<file path="src/rtl/adder_result_serializer.sv">
// Buffers {carry, sum} words from the adder in a small FIFO and sends each one
// as a serial frame: start bit, data LSB first, even parity, stop bit.
module adder_result_serializer #(
    parameter int DEPTH    = 4,
    parameter int DATA_W   = 5,
    parameter int BAUD_DIV = 4
) (
    input  logic                     clk,
    input  logic                     rst,
    input  logic                     in_valid,
    input  logic [DATA_W-1:0]        in_data,
    output logic                     in_ready,
    output logic                     tx,
    output logic                     busy,
    output logic [$clog2(DEPTH):0]   level,
    output logic [3:0]               carry_cnt
);

    localparam int PW = $clog2(DEPTH);
    localparam int LW = PW + 1;
    localparam int BW = (BAUD_DIV > 1) ? $clog2(BAUD_DIV) : 1;
    localparam int CW = (DATA_W > 1) ? $clog2(DATA_W) : 1;

    typedef enum logic [2:0] {
        IDLE,
        START,
        DATA,
        PARITY,
        STOP
    } state_t;

    logic [DATA_W-1:0] mem [DEPTH];

    state_t            state_reg,    state_next;
    logic [BW-1:0]     baud_reg,     baud_next;
    logic [CW-1:0]     bit_reg,      bit_next;
    logic [DATA_W-1:0] shift_reg,    shift_next;
    logic              parity_reg,   parity_next;
    logic              tx_reg,       tx_next;
    logic              busy_reg,     busy_next;
    logic [PW-1:0]     wr_ptr_reg,   wr_ptr_next;
    logic [PW-1:0]     rd_ptr_reg,   rd_ptr_next;
    logic [LW-1:0]     level_reg,    level_next;
    logic              in_ready_reg, in_ready_next;
    logic [3:0]        carry_reg,    carry_next;

    logic push;
    logic pop;
    logic bit_end;

    always_comb begin
        state_next    = state_reg;
        baud_next     = baud_reg;
        bit_next      = bit_reg;
        shift_next    = shift_reg;
        parity_next   = parity_reg;
        rd_ptr_next   = rd_ptr_reg;
        wr_ptr_next   = wr_ptr_reg;
        carry_next    = carry_reg;
        level_next    = level_reg;
        tx_next       = 1'b1;
        busy_next     = 1'b0;
        in_ready_next = 1'b1;
        pop           = 1'b0;

        push    = in_valid && in_ready_reg;
        bit_end = (baud_reg == BW'(BAUD_DIV - 1));

        if (state_reg != IDLE) begin
            baud_next = bit_end ? '0 : baud_reg + 1'b1;
        end

        case (state_reg)
            IDLE: begin
                if (level_reg != '0) begin
                    pop = 1'b1;
                end
            end
            START: begin
                if (bit_end) begin
                    state_next = DATA;
                    bit_next   = '0;
                end
            end
            DATA: begin
                if (bit_end) begin
                    if (bit_reg == CW'(DATA_W - 1)) begin
                        state_next = PARITY;
                    end else begin
                        shift_next = shift_reg >> 1;
                        bit_next   = bit_reg + 1'b1;
                    end
                end
            end
            PARITY: begin
                if (bit_end) begin
                    state_next = STOP;
                end
            end
            STOP: begin
                // Last stop cycle chains straight into the next frame if one is waiting.
                if (bit_end) begin
                    if (level_reg != '0) begin
                        pop = 1'b1;
                    end else begin
                        state_next = IDLE;
                    end
                end
            end
            default: begin
                state_next = IDLE;
            end
        endcase

        if (pop) begin
            shift_next  = mem[rd_ptr_reg];
            parity_next = ^mem[rd_ptr_reg];
            state_next  = START;
            baud_next   = '0;
            rd_ptr_next = rd_ptr_reg + 1'b1;
        end

        if (push) begin
            wr_ptr_next = wr_ptr_reg + 1'b1;
            if (in_data[DATA_W-1] && (carry_reg != 4'd15)) begin
                carry_next = carry_reg + 1'b1;
            end
        end

        case ({push, pop})
            2'b10:   level_next = level_reg + 1'b1;
            2'b01:   level_next = level_reg - 1'b1;
            default: level_next = level_reg;
        endcase

        // Line and flags are registered off the next state so they change with it.
        case (state_next)
            START:   tx_next = 1'b0;
            DATA:    tx_next = shift_next[0];
            PARITY:  tx_next = parity_next;
            default: tx_next = 1'b1;
        endcase
        busy_next     = (state_next != IDLE);
        in_ready_next = (level_next != LW'(DEPTH));
    end

    always_ff @(posedge clk) begin
        if (push) begin
            mem[wr_ptr_reg] <= in_data;
        end
    end

    always_ff @(posedge clk or posedge rst) begin
        if (rst) begin
            state_reg    <= IDLE;
            baud_reg     <= '0;
            bit_reg      <= '0;
            shift_reg    <= '0;
            parity_reg   <= 1'b0;
            tx_reg       <= 1'b1;
            busy_reg     <= 1'b0;
            wr_ptr_reg   <= '0;
            rd_ptr_reg   <= '0;
            level_reg    <= '0;
            in_ready_reg <= 1'b1;
            carry_reg    <= '0;
        end else begin
            state_reg    <= state_next;
            baud_reg     <= baud_next;
            bit_reg      <= bit_next;
            shift_reg    <= shift_next;
            parity_reg   <= parity_next;
            tx_reg       <= tx_next;
            busy_reg     <= busy_next;
            wr_ptr_reg   <= wr_ptr_next;
            rd_ptr_reg   <= rd_ptr_next;
            level_reg    <= level_next;
            in_ready_reg <= in_ready_next;
            carry_reg    <= carry_next;
        end
    end

    assign tx        = tx_reg;
    assign busy      = busy_reg;
    assign level     = level_reg;
    assign in_ready  = in_ready_reg;
    assign carry_cnt = carry_reg;

endmodule

</file>
<file path="config.mk">
export PLATFORM = sky130hd
export DESIGN_NAME = adder_result_serializer
export DESIGN_NICKNAME = d
export VERILOG_FILES = /design/src/rtl/adder_result_serializer.sv
export SDC_FILE = /design/constraint.sdc
export NUM_CORES = 1
export LEC_CHECK = 0
export BUFFER_PORTS_ARGS = -buffer_cell sky130_fd_sc_hd__buf_2
export CORE_ASPECT_RATIO = 0.7
export CORE_UTILIZATION = 45
export CTS_BUF_LIST = sky130_fd_sc_hd__clkbuf_16
export CTS_CLUSTER_SIZE = 16
export DETAILED_ROUTE_END_ITERATION = 8
export PLACE_DENSITY_LB_ADDON = 0.3
export SYNTH_ARGS = -nofsm -noshare
export SYNTH_HDL_FRONTEND = slang
export SYNTH_SLANG_ARGS = --single-unit
</file>
<file path="constraint.sdc">
create_clock -name clk -period 3.8 [get_ports clk]
set_input_delay 0.19 -clock clk [delete_from_list [all_inputs] [get_ports clk]]
set_output_delay 0.19 -clock clk [all_outputs]
set_load 0.05 [all_outputs]
</file>
## Word-level counts from Yosys, hierarchy flattened

Memory sizes are Yosys's and may differ from the RTL's.
Index checks and enable logic that the tools add are counted.

| operators by class | value |
|---|---|
| add/sub/neg operators | 7 |
| eq/ne operators | 17 |
| mux-type cells | 27 |
| reduce and logical (&&, ||, !) cells | 14 |

Operator list:

| operator | number |
|---|---|
| two-way mux 3 bit | 10 |
| two-way mux 5 bit | 4 |
| case mux 3 bit (5 select lines) | 1 |
| equality test 3 x 2 -> 1 bit, second input constant | 4 |
| case mux 3 bit (2 select lines) | 2 |
| nonzero test 3 bit | 3 |
| inequality test 2 bit, second input constant | 4 |
| nonzero test 2 bit | 4 |
| adder 2 x 1 -> 2 bit, second input constant | 3 |
| adder 3 x 1 -> 3 bit, second input constant | 2 |
| equality test 3 x 1 -> 1 bit, second input constant | 2 |
| equality test 3 bit, second input constant | 2 |
| two-way mux 2 bit | 3 |
| two-way mux 1 bit | 5 |
| parity 5 bit | 1 |
| adder 4 x 1 -> 4 bit, second input constant | 1 |
| equality test 2 bit, second input constant | 2 |
| inequality test 4 bit, second input constant | 1 |
| AND reduction 4 bit | 1 |
| logical NOT 3 bit | 1 |
| inequality test 3 bit, second input constant | 1 |
| case mux 1 bit (3 select lines) | 1 |
| AND reduction 3 bit | 1 |
| subtractor 3 x 1 -> 3 bit, second input constant | 1 |
| 4 further kinds | 5 |

| word-level totals | value |
|---|---|
| bits in registers | 28 |
| RAM bits | 20 |
| input port bits | 8 |
| output and inout port bits | 10 |
| logic and storage cells | 79 |
| memories | 1 |

Memory list:

| memory | depth | bits a word | rd ports | clocked after Yosys merged registers in | write ports | RTL line | source |
|---|---|---|---|---|---|---|---|
| mem | 4 | 5 | 1 | 0 | 1 | 32 | `logic [DATA_W-1:0] mem [DEPTH];` |

## Logic depth before layout (Yosys ltp)

| depth | value |
|---|---|
| word-level depth | 7 |
| depth in mapped cells | 11 |
| gate-level depth less buffers | 11 |

## Worst setup path before layout

No wires, ideal clock.

| timing | value |
|---|---|
| path type | flip-flop to flip-flop |
| from | reg level_reg[0] (netlist: level[0]) |
| to | reg in_ready_reg (netlist: in_ready) |
| library setup time | 0.083 ns |
| data arrival time | 2.199 ns |
| data required time | 3.717 ns |
| setup slack | 1.518 ns |
| cell stages (with the launch flop) | 11 |
| path buffers | 0 |
| period minus slack after synthesis | 2.282 ns |
| cells stage by stage | dfrtp_1 or3_1 nand3_2 inv_2 ha_1 inv_1 fa_1 xor2_1 nor2_1 xor2_1 nand2_1 |

| between the ends | value |
|---|---|
| cells in the longest elaborated chain, start to end | 7 |
| elaborated cells on any way between the ends | 10 |
| classes of those cells | add/sub (2); eq/ne (3); mux (4); reduce/logical (1) |

Ends and longest elaborated chain:

| what | RTL line | source |
|---|---|---|
| start: declaration | 43 | `logic [LW-1:0] level_reg, level_next;` |
| start signal: assignment | 177 | `level_reg <= level_next;` |
| nonzero test 3 bit | 75, 103 |  |
| two-way mux 1 bit | 75, 103 |  |
| two-way mux 1 bit | 102 | `if (bit_end) begin` |
| case mux 1 bit (2 select lines) | 73 | `case (state_reg)` |
| equality test 2 x 1 -> 1 bit / equality test 2 bit (equally long branches) | 130 | `case ({push, pop})` |
| case mux 3 bit (2 select lines) (*) | 130 |  |
| via level_next[2] | 43 |  |
| inequality test 3 bit (*) | 144 | `in_ready_next = (level_next != LW'(DEPTH));` |
| via in_ready_next | 44 | `logic in_ready_reg, in_ready_next;` |
| end signal: assignment | 178 | `in_ready_reg <= in_ready_next;` |
| end: declaration | 44 |  |

Mark *: on every way through the listed nets, which the timed path passes. The rest lies on a longest branch.
A chain may end at the register's enable or synchronous reset.

## Worst setup path in the final report

| timing | value |
|---|---|
| from | reg baud_reg[0] |
| to | reg in_ready_reg (netlist: in_ready) |

| between the ends | value |
|---|---|
| cells in the longest elaborated chain, start to end | 6 |
| elaborated cells on any way between the ends | 7 |
| classes of those cells | eq/ne (4); mux (3) |

Ends and longest elaborated chain:

| what | RTL line | source |
|---|---|---|
| start: declaration | 35 | `logic [BW-1:0] baud_reg, baud_next;` |
| start signal: assignment | 169 | `baud_reg <= baud_next;` |
| equality test 2 bit (*) | 67 | `bit_end = (baud_reg == BW'(BAUD_DIV - 1));` |
| two-way mux 1 bit (*) | 102 |  |
| case mux 1 bit (2 select lines) (*) | 73 |  |
| equality test 2 x 1 -> 1 bit / equality test 2 bit (equally long branches) | 130 |  |
| case mux 3 bit (2 select lines) (*) | 130 |  |
| via level_next[1] | 43 |  |
| inequality test 3 bit (*) | 144 |  |
| via in_ready_next | 44 |  |

Marks and branches as above.

==> impl_results.rst <==
.. list-table::
   :header-rows: 1

   * - Metric
     - Value
   * - Maximum buffer depth of the clock tree
     - 2
   * - Routed wl met3
     - 155 um
   * - Fin. Hold Viols
     - 0
   * - Mapped Nets
     - 187
   * - Routed vias/inst
     - 5.46
   * - Leakage power summed over all cells
     - 1.05 nW
   * - Sink Count
     - 48
   * - Power per cell area
     - 942 mW/mm2
   * - Clock root cell
     - clkbuf_16
   * - Run status
     - completed
   * - Area share of the leading cell type in the synthesized netlist
     - around 30%
   * - IR Drop Worst-Case VDD
     - a little under 0.3 mV
   * - TritonCTS clock tree
     - done
   * - WL per Instance
     - around 15 um
   * - Source-to-sink clock delay at the later pin of the worst-skew pair
     - approximately 280 ps
   * - Number of rows in the core area
     - 20
   * - Uppermost layer routed
     - met4
   * - #FFs+latches synth
     - 48
   * - Actual transition at the worst max-transition pin
     - 1040 ps
   * - Worst min-delay path class
     - primary input to flop
   * - Total Negative Setup Slacks
     - 0 ps
   * - Library cell with the largest summed area after synthesis
     - dfrtp_1
   * - Final period demand of the worst path
     - 2420 ps
   * - DRC marker count from the first detailed-route iteration
     - 47
   * - Number of primary I/O pins
     - 18
   * - Met2 routed WL
     - between 1500 and 2000 um
   * - DRC
     - 0
   * - Worst-path clk slew
     - approximately 60 ps
   * - Clock tree skew after final layout
     - 6.44 ps
   * - Flip-flop count of the largest register, all copies and words added
     - 20
   * - Routability cong.
     - 0.769
   * - Final setup vio count
     - 0
   * - Yosys warning count
     - 0
   * - Hold wc startpoint
     - in_data[1]
   * - Dominant register cell in the synthesized netlist
     - dfrtp_1
   * - Setup repair after global routing missed its margin
     - no
   * - Type of element capturing the critical path
     - flop
   * - Element type at the critical path start
     - flop
   * - Routed Wire Length
     - 3720 um
   * - Leading post-synthesis cells by cell area
     - dfrtp_1, edfxtp_1, ha_1
   * - Antenna violations before repair
     - 0
   * - Filler instances
     - 366
   * - Multi-input gate area in the final layout
     - 816 um2
   * - Post-Syn Area
     - ~0.0022 mm2
   * - Post-cts hold buffer count
     - 0
   * - Sequential cell area in the final layout
     - between 0.001 and 0.0015 mm2
   * - Share of synthesized flip-flops with an asynchronous set or reset
     - between 50% and 60%
   * - Starting density of the core
     - 48.6%
   * - Synthesized area per cell
     - 13.0 um2
   * - Final clock period utilization by the worst path
     - between 60% and 70%
   * - Length of the first detailed-routing pass in iterations
     - 4
   * - Post-CTS setup-driven buffer insertion count
     - 0
   * - Fin Hold WS
     - 121 ps
   * - Number of max-cap violations
     - 0
   * - DIE HEIGHT
     - 60.4 um
   * - Synthesized netlist cell count
     - between 150 and 200
   * - Number of global-route vias before repair
     - 1,335
   * - Wire length the detailed router placed on met1
     - 1750 um
   * - Origin of the critical flop-to-flop path
     - baud_reg[0]
   * - Share of final-layout standard cells stronger than drive strength 1
     - around 17%
   * - Number of distinct standard cells referenced by the synthesized netlist
     - 38
   * - Cts bufs inserted
     - 5
   * - Critical Path AT
     - 2650 ps
   * - Crit path required time
     - 4030 ps
   * - Die Outline Area
     - 0.00515 mm2
   * - Critical path class
     - flop to flop
   * - Total gr overflow
     - 0
   * - Post-cts sizing count
     - 0
   * - Share of the yosys chip area belonging to registers
     - 59.5%
   * - Number of synthesized flops with an enable pin
     - 20
   * - Antenna Cells
     - 0
   * - Peak clock frequency supported by timing
     - 0.413 GHz
   * - Worst slew slack as a fraction of its limit
     - 30.6%
   * - Post-layout net count
     - 206
   * - Depth of the CTS H-tree
     - 2
   * - Maximum number of pins on one net before global-route repair
     - 29
   * - Final number of max-transition violations
     - 0
   * - Finished Core Util
     - 55.0%
   * - Final antenna-violating net count
     - 0
   * - Beginning of the critical path
     - baud_reg[0]
   * - Maximum fanout along the worst path
     - 8
   * - Wire length of the first global-routing pass
     - 6380 um
   * - Post-DP HPWL
     - 2700 um
   * - Port Buf Inserts
     - 17
   * - Core ar.
     - 0.00450 mm2
   * - Die span in x
     - 85.4 um
   * - Layout Area Growth over Synthesis
     - 13.2%
   * - Via count
     - 1,332
   * - Global routing usage summed across all routing layers
     - 16.9%
cell type report:
class / count / share of cell area [%]
Tap cell: 55 / 2.78
Clock buffer: 5 / 5.05
Inverter: 11 / 1.67
Clock inverter: 3 / 1.56
Timing Repair Buffer: 17 / 3.43
Sequential cell: 48 / 52.6
Multi-Input combinational cell: 105 / 32.9
critical path, cell delays in order (launching register included):
cell	delay (ps)
dfrtp_1	360
ha_1	270
nand2b_1	190
nand3_2	170
inv_2	180
ha_1	200
inv_1	60
fa_1	440
o21ai_0	310
nor2_1	110
nand2_1	80
placed cells by master, fill, tap and decap left out:
master / instances
nor2_1: 11
o21ai_1: 1
o311ai_2: 1
clkinv_2: 1
a41o_1: 1
a31oi_1: 2
mux4_2: 2
nand3_1: 1
a22oi_1: 3
dfstp_2: 2
a21oi_1: 2
mux2_2: 2
inv_2: 1
clkbuf_16: 5
and3_1: 6
bufinv_16: 1
dfrtp_1: 26
ha_1: 9
xnor2_1: 9
inv_1: 11
edfxtp_1: 20
o21ai_0: 5
a22o_1: 2
nor2b_1: 6
nand3_2: 1
xor2_1: 5
nand2_1: 17
a41oi_1: 1
o32ai_1: 1
mux4_1: 3
fa_1: 1
nor3_1: 1
o41ai_1: 1
nand2b_1: 4
or3_1: 3
nor4_1: 1
nand4_1: 3
buf_2: 17
cells by family after synthesis:
logic type                 count (synthesis)  share of synthesized area [%]
xor gates and xnor gates                  14                           5.60
adders and majority gates                 10                           6.06
and+or+nand+nor                           54                           12.3
muxes                                      7                           6.69
AOI/OAI and AO/OA                         20                           6.63
DFF                                       48                           59.5
buffers and inverters                     16                           3.20
path summary, 6_finish.rpt:
check,slack [ps],cells past startpoint,endpoint
min in group asynchronous,150,2,shift_reg[1]
min reg2reg,500,2,parity_reg
max in group asynchronous,3020,2,wr_ptr_reg[1]
max reg2reg,1380,10,in_ready
min,120,1,mem[3][1]
max,1380,10,in_ready
through the flow:
stage	setup slack, ps	total power [mW]	instances	cell area, um2
finish	1380	2.34	244	2480
global route	1150	2.49	244	2480
CTS	1400	2.35	244	2480
detailed placement	1380	1.86	236	2310
global placement	1530	1.80	236	2310
floorplan	1520	1.65	169	2190
per-layer routing:
| layer | vias to the layer above | track usage [%] |
|---|---|---|
| li1 | 641 | - |
| met1 | 654 | 21.6 |
| met2 | 28 | 27.8 |
| met3 | 9 | 5.31 |
| met4 | 0 | 7.14 |
| met5 | - | 0 |
power by group:
part           switching, mW  leakage (nW)  internal, mW
registers              0.157         0.521         0.735
clock network          0.174        0.0850         0.306
logic                  0.591         0.449         0.372
cell usage after synthesis, types with 2 or more instances:
cell type / instances
and3_1: 6
xnor2_1: 9
dfstp_2: 2
nor2_1: 11
a31oi_1: 2
mux4_1: 3
nor2b_1: 6
dfrtp_1: 26
a22o_1: 2
inv_1: 10
nand2_1: 17
o21ai_0: 5
xor2_1: 5
a21oi_1: 2
mux4_2: 2
edfxtp_1: 20
ha_1: 9
nand4_1: 3
mux2_2: 2
a22oi_1: 3
nand2b_1: 4
clkbuf_1: 2
or3_1: 3
Note: power is estimated with default switching activity, not from simulation.
